<file path="src/rtl/uart_fifo_pkg.sv">
// uart_fifo_pkg
// Shared definitions for the UART FIFO bridge: the transmit FSM state
// encoding and the default sizing/timeout parameters.
// No ports (package).

package uart_fifo_pkg;

  localparam int DEFAULT_DEPTH        = 16;
  localparam int DEFAULT_BUSY_TIMEOUT = 3;

  typedef enum logic [1:0] {
    IDLE      = 2'd0,
    LOAD      = 2'd1,
    WAIT_BUSY = 2'd2,
    WAIT_DONE = 2'd3
  } tx_state_e;

endpackage

</file>
<file path="src/rtl/byte_fifo.sv">
// byte_fifo
// Byte-wide synchronous FIFO with first-word fall-through output and a
// registered occupancy count.
// Ports:
//   clk, rst          clock, synchronous active-high reset
//   wr_en, wr_data    write request and byte; ignored while full unless a
//                     read is accepted in the same cycle
//   rd_en             consume the head; ignored while empty
//   rd_data           current head (meaningless while empty)
//   count             occupancy, 0..DEPTH
//   full, empty       occupancy flags derived from count

module byte_fifo
  import uart_fifo_pkg::*;
#(
  parameter int  DEPTH = DEFAULT_DEPTH,
  localparam int AW    = $clog2(DEPTH),
  localparam int CW    = AW + 1
) (
  input  logic          clk,
  input  logic          rst,
  input  logic          wr_en,
  input  logic [7:0]    wr_data,
  input  logic          rd_en,
  output logic [7:0]    rd_data,
  output logic [CW-1:0] count,
  output logic          full,
  output logic          empty
);

  logic [7:0]    mem [DEPTH];
  logic [AW-1:0] wr_ptr;
  logic [AW-1:0] rd_ptr;
  logic          do_wr;
  logic          do_rd;

  assign empty   = (count == '0);
  assign full    = (count == CW'(DEPTH));
  assign do_rd   = rd_en && !empty;
  // A read in the same cycle frees the slot, so a full FIFO still accepts
  // the write; when full, wr_ptr == rd_ptr and the outgoing head is
  // overwritten only after it has been presented this cycle.
  assign do_wr   = wr_en && (!full || do_rd);
  assign rd_data = mem[rd_ptr];

  // Pointers wrap naturally because DEPTH is a power of two; the count
  // tracks the difference so it can distinguish full from empty.
  always_ff @(posedge clk) begin
    if (rst) begin
      wr_ptr <= '0;
      rd_ptr <= '0;
      count  <= '0;
    end else begin
      if (do_wr) wr_ptr <= wr_ptr + AW'(1);
      if (do_rd) rd_ptr <= rd_ptr + AW'(1);
      case ({do_wr, do_rd})
        2'b10:   count <= count + CW'(1);
        2'b01:   count <= count - CW'(1);
        default: count <= count;
      endcase
    end
  end

  // Storage is not reset; the count alone decides what is valid.
  always_ff @(posedge clk) begin
    if (do_wr) mem[wr_ptr] <= wr_data;
  end

endmodule

</file>
<file path="src/rtl/uart_fifo_bridge.sv">
// uart_fifo_bridge
// Buffers bytes between a UART core and a client: received bytes are
// queued in an RX FIFO for the client, client bytes are queued in a TX FIFO
// and handed to the UART transmitter one at a time by a small FSM.
// Ports:
//   clk, rst                         clock, synchronous active-high reset
//   uart_rx_byte, uart_received      byte + strobe from the UART receiver
//   uart_transmit, uart_tx_byte      strobe + byte to the UART transmitter
//   uart_is_transmitting             UART transmitter busy
//   rx_data, rx_valid, rx_pop        RX FIFO head (FWFT), non-empty, consume
//   tx_data, tx_push, tx_full        TX enqueue interface
//   rx_count, tx_count               FIFO occupancies
//   rx_overflow, tx_overflow         sticky dropped-byte flags
//   ovf_clear                        clears both sticky flags

module uart_fifo_bridge
  import uart_fifo_pkg::*;
#(
  parameter int  DEPTH        = DEFAULT_DEPTH,
  parameter int  BUSY_TIMEOUT = DEFAULT_BUSY_TIMEOUT,
  localparam int CW           = $clog2(DEPTH) + 1
) (
  input  logic          clk,
  input  logic          rst,
  input  logic [7:0]    uart_rx_byte,
  input  logic          uart_received,
  output logic          uart_transmit,
  output logic [7:0]    uart_tx_byte,
  input  logic          uart_is_transmitting,
  output logic [7:0]    rx_data,
  output logic          rx_valid,
  input  logic          rx_pop,
  input  logic [7:0]    tx_data,
  input  logic          tx_push,
  output logic          tx_full,
  output logic [CW-1:0] rx_count,
  output logic [CW-1:0] tx_count,
  output logic          rx_overflow,
  output logic          tx_overflow,
  input  logic          ovf_clear
);

  localparam int TW = (BUSY_TIMEOUT < 2) ? 1 : $clog2(BUSY_TIMEOUT);

  tx_state_e     state;
  tx_state_e     next_state;
  logic          rx_empty;
  logic          rx_full;
  logic          tx_empty;
  logic          tx_pop;
  logic [7:0]    tx_head;
  logic [TW-1:0] busy_timer;
  logic          timer_expired;
  logic          rx_drop;
  logic          tx_drop;

  byte_fifo #(.DEPTH(DEPTH)) u_rx_fifo (
    .clk     (clk),
    .rst     (rst),
    .wr_en   (uart_received),
    .wr_data (uart_rx_byte),
    .rd_en   (rx_pop),
    .rd_data (rx_data),
    .count   (rx_count),
    .full    (rx_full),
    .empty   (rx_empty)
  );

  byte_fifo #(.DEPTH(DEPTH)) u_tx_fifo (
    .clk     (clk),
    .rst     (rst),
    .wr_en   (tx_push),
    .wr_data (tx_data),
    .rd_en   (tx_pop),
    .rd_data (tx_head),
    .count   (tx_count),
    .full    (tx_full),
    .empty   (tx_empty)
  );

  assign rx_valid = !rx_empty;

  // A byte is dropped only when its FIFO is full and nothing leaves the
  // FIFO in the same cycle.
  assign rx_drop = uart_received && rx_full && !(rx_pop && rx_valid);
  assign tx_drop = tx_push && tx_full && !tx_pop;

  // Sticky flags: a new drop takes priority over a clear in the same cycle.
  always_ff @(posedge clk) begin
    if (rst) begin
      rx_overflow <= 1'b0;
      tx_overflow <= 1'b0;
    end else begin
      if (rx_drop)        rx_overflow <= 1'b1;
      else if (ovf_clear) rx_overflow <= 1'b0;
      if (tx_drop)        tx_overflow <= 1'b1;
      else if (ovf_clear) tx_overflow <= 1'b0;
    end
  end

  always_ff @(posedge clk) begin
    if (rst) state <= IDLE;
    else     state <= next_state;
  end

  // The head is popped on the IDLE->LOAD transition so the strobe cycle
  // already presents a registered, stable byte.
  always_comb begin
    next_state    = state;
    tx_pop        = 1'b0;
    uart_transmit = 1'b0;
    case (state)
      IDLE: begin
        if (!tx_empty) begin
          next_state = LOAD;
          tx_pop     = 1'b1;
        end
      end
      LOAD: begin
        uart_transmit = 1'b1;
        next_state    = WAIT_BUSY;
      end
      WAIT_BUSY: begin
        if (uart_is_transmitting) next_state = WAIT_DONE;
        else if (timer_expired)   next_state = IDLE;
      end
      WAIT_DONE: begin
        if (!uart_is_transmitting) next_state = IDLE;
      end
      default: next_state = IDLE;
    endcase
  end

  // Counts WAIT_BUSY cycles; held at zero elsewhere so every visit starts
  // fresh and the FSM gives up after exactly BUSY_TIMEOUT cycles.
  always_ff @(posedge clk) begin
    if (rst || state != WAIT_BUSY) busy_timer <= '0;
    else                           busy_timer <= busy_timer + TW'(1);
  end

  assign timer_expired = (busy_timer == TW'(BUSY_TIMEOUT - 1));

  always_ff @(posedge clk) begin
    if (rst)         uart_tx_byte <= 8'h00;
    else if (tx_pop) uart_tx_byte <= tx_head;
  end

endmodule

</file>
<file path="config.mk">
export PLATFORM = sky130hd
export DESIGN_NAME = uart_fifo_bridge
export DESIGN_NICKNAME = d
export VERILOG_FILES = /design/src/rtl/uart_fifo_pkg.sv /design/src/rtl/byte_fifo.sv /design/src/rtl/uart_fifo_bridge.sv
export SDC_FILE = /design/constraint.sdc
export NUM_CORES = 1
export LEC_CHECK = 0
export CAP_MARGIN = 20
export CORE_ASPECT_RATIO = 0.5
export CORE_MARGIN = 2
export CORE_UTILIZATION = 55
export CTS_CLUSTER_DIAMETER = 200
export DETAILED_ROUTE_END_ITERATION = 8
export PLACE_DENSITY = 0.84
export SLEW_MARGIN = 25
export SYNTH_ARGS = -nofsm -noshare
export SYNTH_HDL_FRONTEND = slang
export SYNTH_SLANG_ARGS = --single-unit
</file>
<file path="constraint.sdc">
create_clock -name clk -period 3.5 [get_ports clk]
set_input_delay 0.35 -clock clk [delete_from_list [all_inputs] [get_ports clk]]
set_output_delay 0.35 -clock clk [all_outputs]
set_load 0.02 [all_outputs]
</file>
# After elaboration in Yosys (flattened, before gate mapping)
# Memories as Yosys holds them, arrays and structs flattened. A register that Yosys moved wholly into a read port is not among the register bits.
# Cells that the tools add are included.
# totals
in_bits	23
elab_cells	79
ramBits	256
n_memories	2
reg_bits	32
# mem_list
name	words	word_bits	read_ports	rd_clocked_by_memory_dff	wr	line	rtl
u_rx_fifo.mem	16	8	1	1	1	byte_fifo.sv:31	logic [7:0] mem [DEPTH];
u_tx_fifo.mem	16	8	1	1	1	byte_fifo.sv:31	
# classes
n_mux	19
n_addsub	9
reduce_logical	25
n_eq_ne	14
# op_table
operator	count
5-bit one-hot mux with 2 select lines	2
4-bit by 1-bit adder with 4-bit output, second input constant	4
5-bit by 1-bit adder with 5-bit output, second input constant	2
2-bit equality test, second input constant	5
5-bit equality test, second input constant	2
5-bit zero test	2
1-bit two-way mux	10
5-bit by 1-bit subtractor with 5-bit output, second input constant	2
1-bit logical AND	8
2-bit two-way mux	4
4-bit two-way mux	2
2-bit one-hot mux with 4 select lines	1
2-bit nonzero test	4
2-bit by 1-bit equality test with 1-bit output, second input constant	3
1-bit zero test	6
2-bit inequality test, second input constant	3
1-bit logical OR	3
3-bit inequality test, second input constant	1
3-bit AND reduction	1
2-bit by 1-bit adder with 2-bit output, second input constant	1
2-bit zero test	1

# Depth between registers and ports, before layout
# Gate-level depths: netlist of the first run.
# logic_depth
depth_word	8
depth_mapped	13
depth_no_buf	11

# By module
# Synthesis of the first run repeated with hierarchy kept, for this count alone.
# unflattened
hier_cells	713
hier_area_um2	12265.5
# modules_own_cells
mod	cells_each	area_per_inst_um2	instances
byte_fifo	325	5866.9	2
uart_fifo_bridge	63	531.8	1

# Worst setup path after synthesis of the first run
# Ideal clock, no wire load.
# synth_timing
path_kind	reg-to-reg
from	reg u_tx_fifo.count[1]
to	reg u_tx_fifo.count[4]
path_slack_ns	0.493
path_buffers	3
arrival_time_ns	2.880
t_required_ns	3.372
path_stages_with_launch	14
cell_sequence	dfxtp_1 clkbuf_1 nor4_2 a21oi_1 clkbuf_1 ha_1 clkbuf_1 xor2_1 ha_1 o21a_1 o21a_1 o32ai_1 xnor2_1 nor2_1
# synth_via
elab_chain_cells	8
word_cells_on_any_way	15
classes_between	add/sub: 2; eq/ne: 3; mux: 3; reduce/logical: 7
# synth_rtl
element	line	rtl
from (decl)	byte_fifo.sv:26	output logic [CW-1:0] count,
from (signal assigned)	byte_fifo.sv:57	2'b10: count <= count + CW'(1);
from (signal assigned)	byte_fifo.sv:58	2'b01: count <= count - CW'(1);
from (signal assigned)	byte_fifo.sv:59	default: count <= count;
5-bit zero test (*)	byte_fifo.sv:37	assign empty = (count == '0);
1-bit two-way mux (*)	uart_fifo_bridge.sv:114	if (!tx_empty) begin
1-bit two-way mux (*)	uart_fifo_bridge.sv:112	case (state)
net tx_pop	uart_fifo_bridge.sv:50	logic tx_pop;
1-bit logical AND (*)	byte_fifo.sv:39	assign do_rd = rd_en && !empty;
1-bit logical OR	byte_fifo.sv:43	assign do_wr = wr_en && (!full || do_rd);
1-bit logical AND	byte_fifo.sv:43	
2-bit by 1-bit equality test with 1-bit output / 2-bit equality test (equally long branches)	byte_fifo.sv:56	case ({do_wr, do_rd})
5-bit one-hot mux with 2 select lines / 2-bit nonzero test (equally long branches)	--	
# The timed path passes the listed nets; every way through them passes the cells marked *.
# A chain may end at the register's enable or synchronous reset.

==> metrics.txt, run 1 <==
post-synth cell types=49; Critical Path Start Type=register; metal2 WL=12,000 um; vias per cell=5.81; Iter 0 DRT Violations=about 630; leading post-synthesis cells by cell area=edfxtp_1 64%, mux4_2 7.9%, dfxtp_1 7.3%, mux4_1 3.1%, mux2i_1 3.0%; LEAKAGE=4.42 nW; number of synthesized register bits=300; clock sink count=300; first-pass GRT wire length=35,600 um; initial antenna violation count=0; Met3 Wirelength=about 1400 um; fmax=between 300 and 400 MHz; critical path fanouts, max=32; worst slack at placement=0.464 ns; area leader, netlist=edfxtp_1; die area=23,100 um2; WL per Instance=between 20 and 25 um; Starting Density=a little under three fifths; CTS buffer count=26; setup ws final=roughly 0.33 ns; remaining antenna violation count after routing=0; TritonCTS clock tree=built; Worst Setup End Kind=output pin; Peak VDD IR=0.000363 V; prevailing post-synth register cell=edfxtp_1; post-synthesis sequential area ratio=71.5%; Top Ports=54; Clk Latency, worst-skew pair=roughly 0.53 ns; Post-Syn Nets=726; clock-pin transition on the worst setup and hold timing paths=0.07 ns; CTS root buf=clkbuf_16; CTS H-Tree Depth=1; Max Buffers Root-to-Sink=3; port buffer count=53; Synth top area share=64.1%; share of cells above drive strength 1=roughly 15%; total grt overflow=0; Slew Limit Fails=0; Die Y=between 100 and 150 um; CP arrival=2.82 ns; setup bufs post-CTS=0; most frequent cells in the layout=256 x edfxtp_1, 70 x nor2_1, 53 x clkdlybuf4s50_1; Synth-to-Final Area Change=14.3%; n_diodes=0; Rel. slew slack=40.9%; CP required=3.15 ns; wire length on met1=9810 um; hold_buf cts=0; max layer used=met4; crit path kind=register to output pin; post-route setup TNS=0 ns; final worst-path cycle share=90.7%; # fillers=1,431; Max stage delay on crit path=between 0.6 and 0.7 ns; most common cell after layout, fill and taps aside=edfxtp_1; HP Class=register to register; Synth Instances=slightly below 700; Tmin final=3.17 ns; Post-layout nets=792; final wirelength=23,500 um; synthesized area per cell=about 18 um2; DRT Pass-1 Iters=5; core footprint=between 20,000 and 25,000 um2; synthesized area=12,000 um2; # resized after CTS=0; asr flop ratio synth=0%; synth warn=0; Final Hold Fails=0; vias in the first global route=6,183; Slowest cell on crit path=mux4_1; final setup violation count=0; Chip Width=213 um; # Max-Cap Violations=0; Worst-Margin Slew=0.883 ns; DP HPWL=13,900 um; row cnt=38; RSZ-0062 raised after global routing=no; outcome=complete, no violations; residual DRC count=0; GP Congestion=about 0.83; clock skew=0.0110 ns; GRT Util Overall=21.0%; largest net degree at the start of global routing=44; number of synthesized flops with an enable pin=256; CP cell instances=buf_12 > mux4_1 > mux4_2 > clkdlybuf4s50_1; routed via count=roughly 6,200; pwr dens=673 nW/um2
[logic make-up after synthesis]
| family | share of synthesized area (%) |
|---|---|
| simple gates | 5.26 |
| mux | 14.1 |
| fa+ha+maj | 2.15 |
| buf+inv | 2.43 |
| xor+xnor | 1.39 |
| flops | 71.5 |
| compound gates | 3.25 |
[per-layer routing]
layer,track usage (%),up-vias
met5,0,-
met4,4.50,0
met3,3.78,23
met2,36.6,218
met1,28.0,3162
li1,-,2801
[stage by stage]
stage                     hold WS [ns]  instance area, um2  util (%)  total power (W)  std cells
after floorplan                  0.391               12000         -          0.00583        683
after global placement           0.401               12900      59.9          0.00646       1021
after detailed placement         0.417               12900      59.9          0.00653       1021
after CTS                        0.427               13700      63.6          0.00926       1068
after global routing             0.457               13700      63.6          0.00960       1068
final                            0.419               13700      63.6          0.00922       1068
[final cells by class]
type	count	area, um2	area share [%]
repair buffers	76	716	5.22
multi-input cells	323	3160	23.0
flip-flops and latches	300	8570	62.5
well taps	300	375	2.74
clock buffers	33	698	5.09
clock inverters	14	106	0.776
inverters	22	82.6	0.602
[state kept, by name, indices dropped and copies added (netlist names), named ones only]
signal,count
state,2
tx_overflow,1
u_rx_fifo.wr_ptr,4
u_tx_fifo.mem,128
rx_overflow,1
uart_tx_byte,8
u_tx_fifo.wr_ptr,4
busy_timer,2
u_rx_fifo.mem,128
u_tx_fifo.count,5
u_tx_fifo.rd_ptr,4
u_rx_fifo.rd_ptr,4
u_rx_fifo.count,5
[power breakdown]
part | switching (W) | internal, W
registers | 0.000155 | 0.00406
logic | 0.00118 | 0.00106
clock network | 0.00127 | 0.00149
[synth_stat cells, types with 5 or more instances]
library cell    n
mux2i_1        36
nor2_1         70
edfxtp_1      256
nor3_1          6
xnor2_1         7
dfxtp_1        44
mux4_2         42
nand2_1        15
nand3_1         5
and2_1          5
xor2_1         12
a311oi_1        8
ha_1           19
a21oi_1        14
clkbuf_1       17
nand4_1         5
mux4_1         14
o22ai_1        16
a22oi_1         8
inv_1          21
buf_2          10
[worst max-delay path: cells and delay by family, from the launching register on]
family                 cells  cell delay, ns
buffers and inverters      2            0.81
DFF                        1            0.34
muxes                      2            1.12
[final timing paths]
kind	start	endpoint	slack [ns]	cells past startpoint
max	register	rx_data[1]	0.33	4
min reg2reg	busy_timer[0]$_SDFF_PP0_	busy_timer[0]$_SDFF_PP0_	0.42	1
min	busy_timer[0]$_SDFF_PP0_	busy_timer[0]$_SDFF_PP0_	0.42	1
max reg2reg	u_rx_fifo.count[0]$_SDFFE_PP0P_	u_rx_fifo.count[4]$_SDFFE_PP0P_	0.48	11
(Power assumes the default switching activity.)
==> run 2: changes to the inputs <==
ABC_CLOCK_PERIOD_IN_PS = 3500   (was not set)
==> results of run 2 <==
The final DEF is identical to that of run 1; final timing and power are the same.
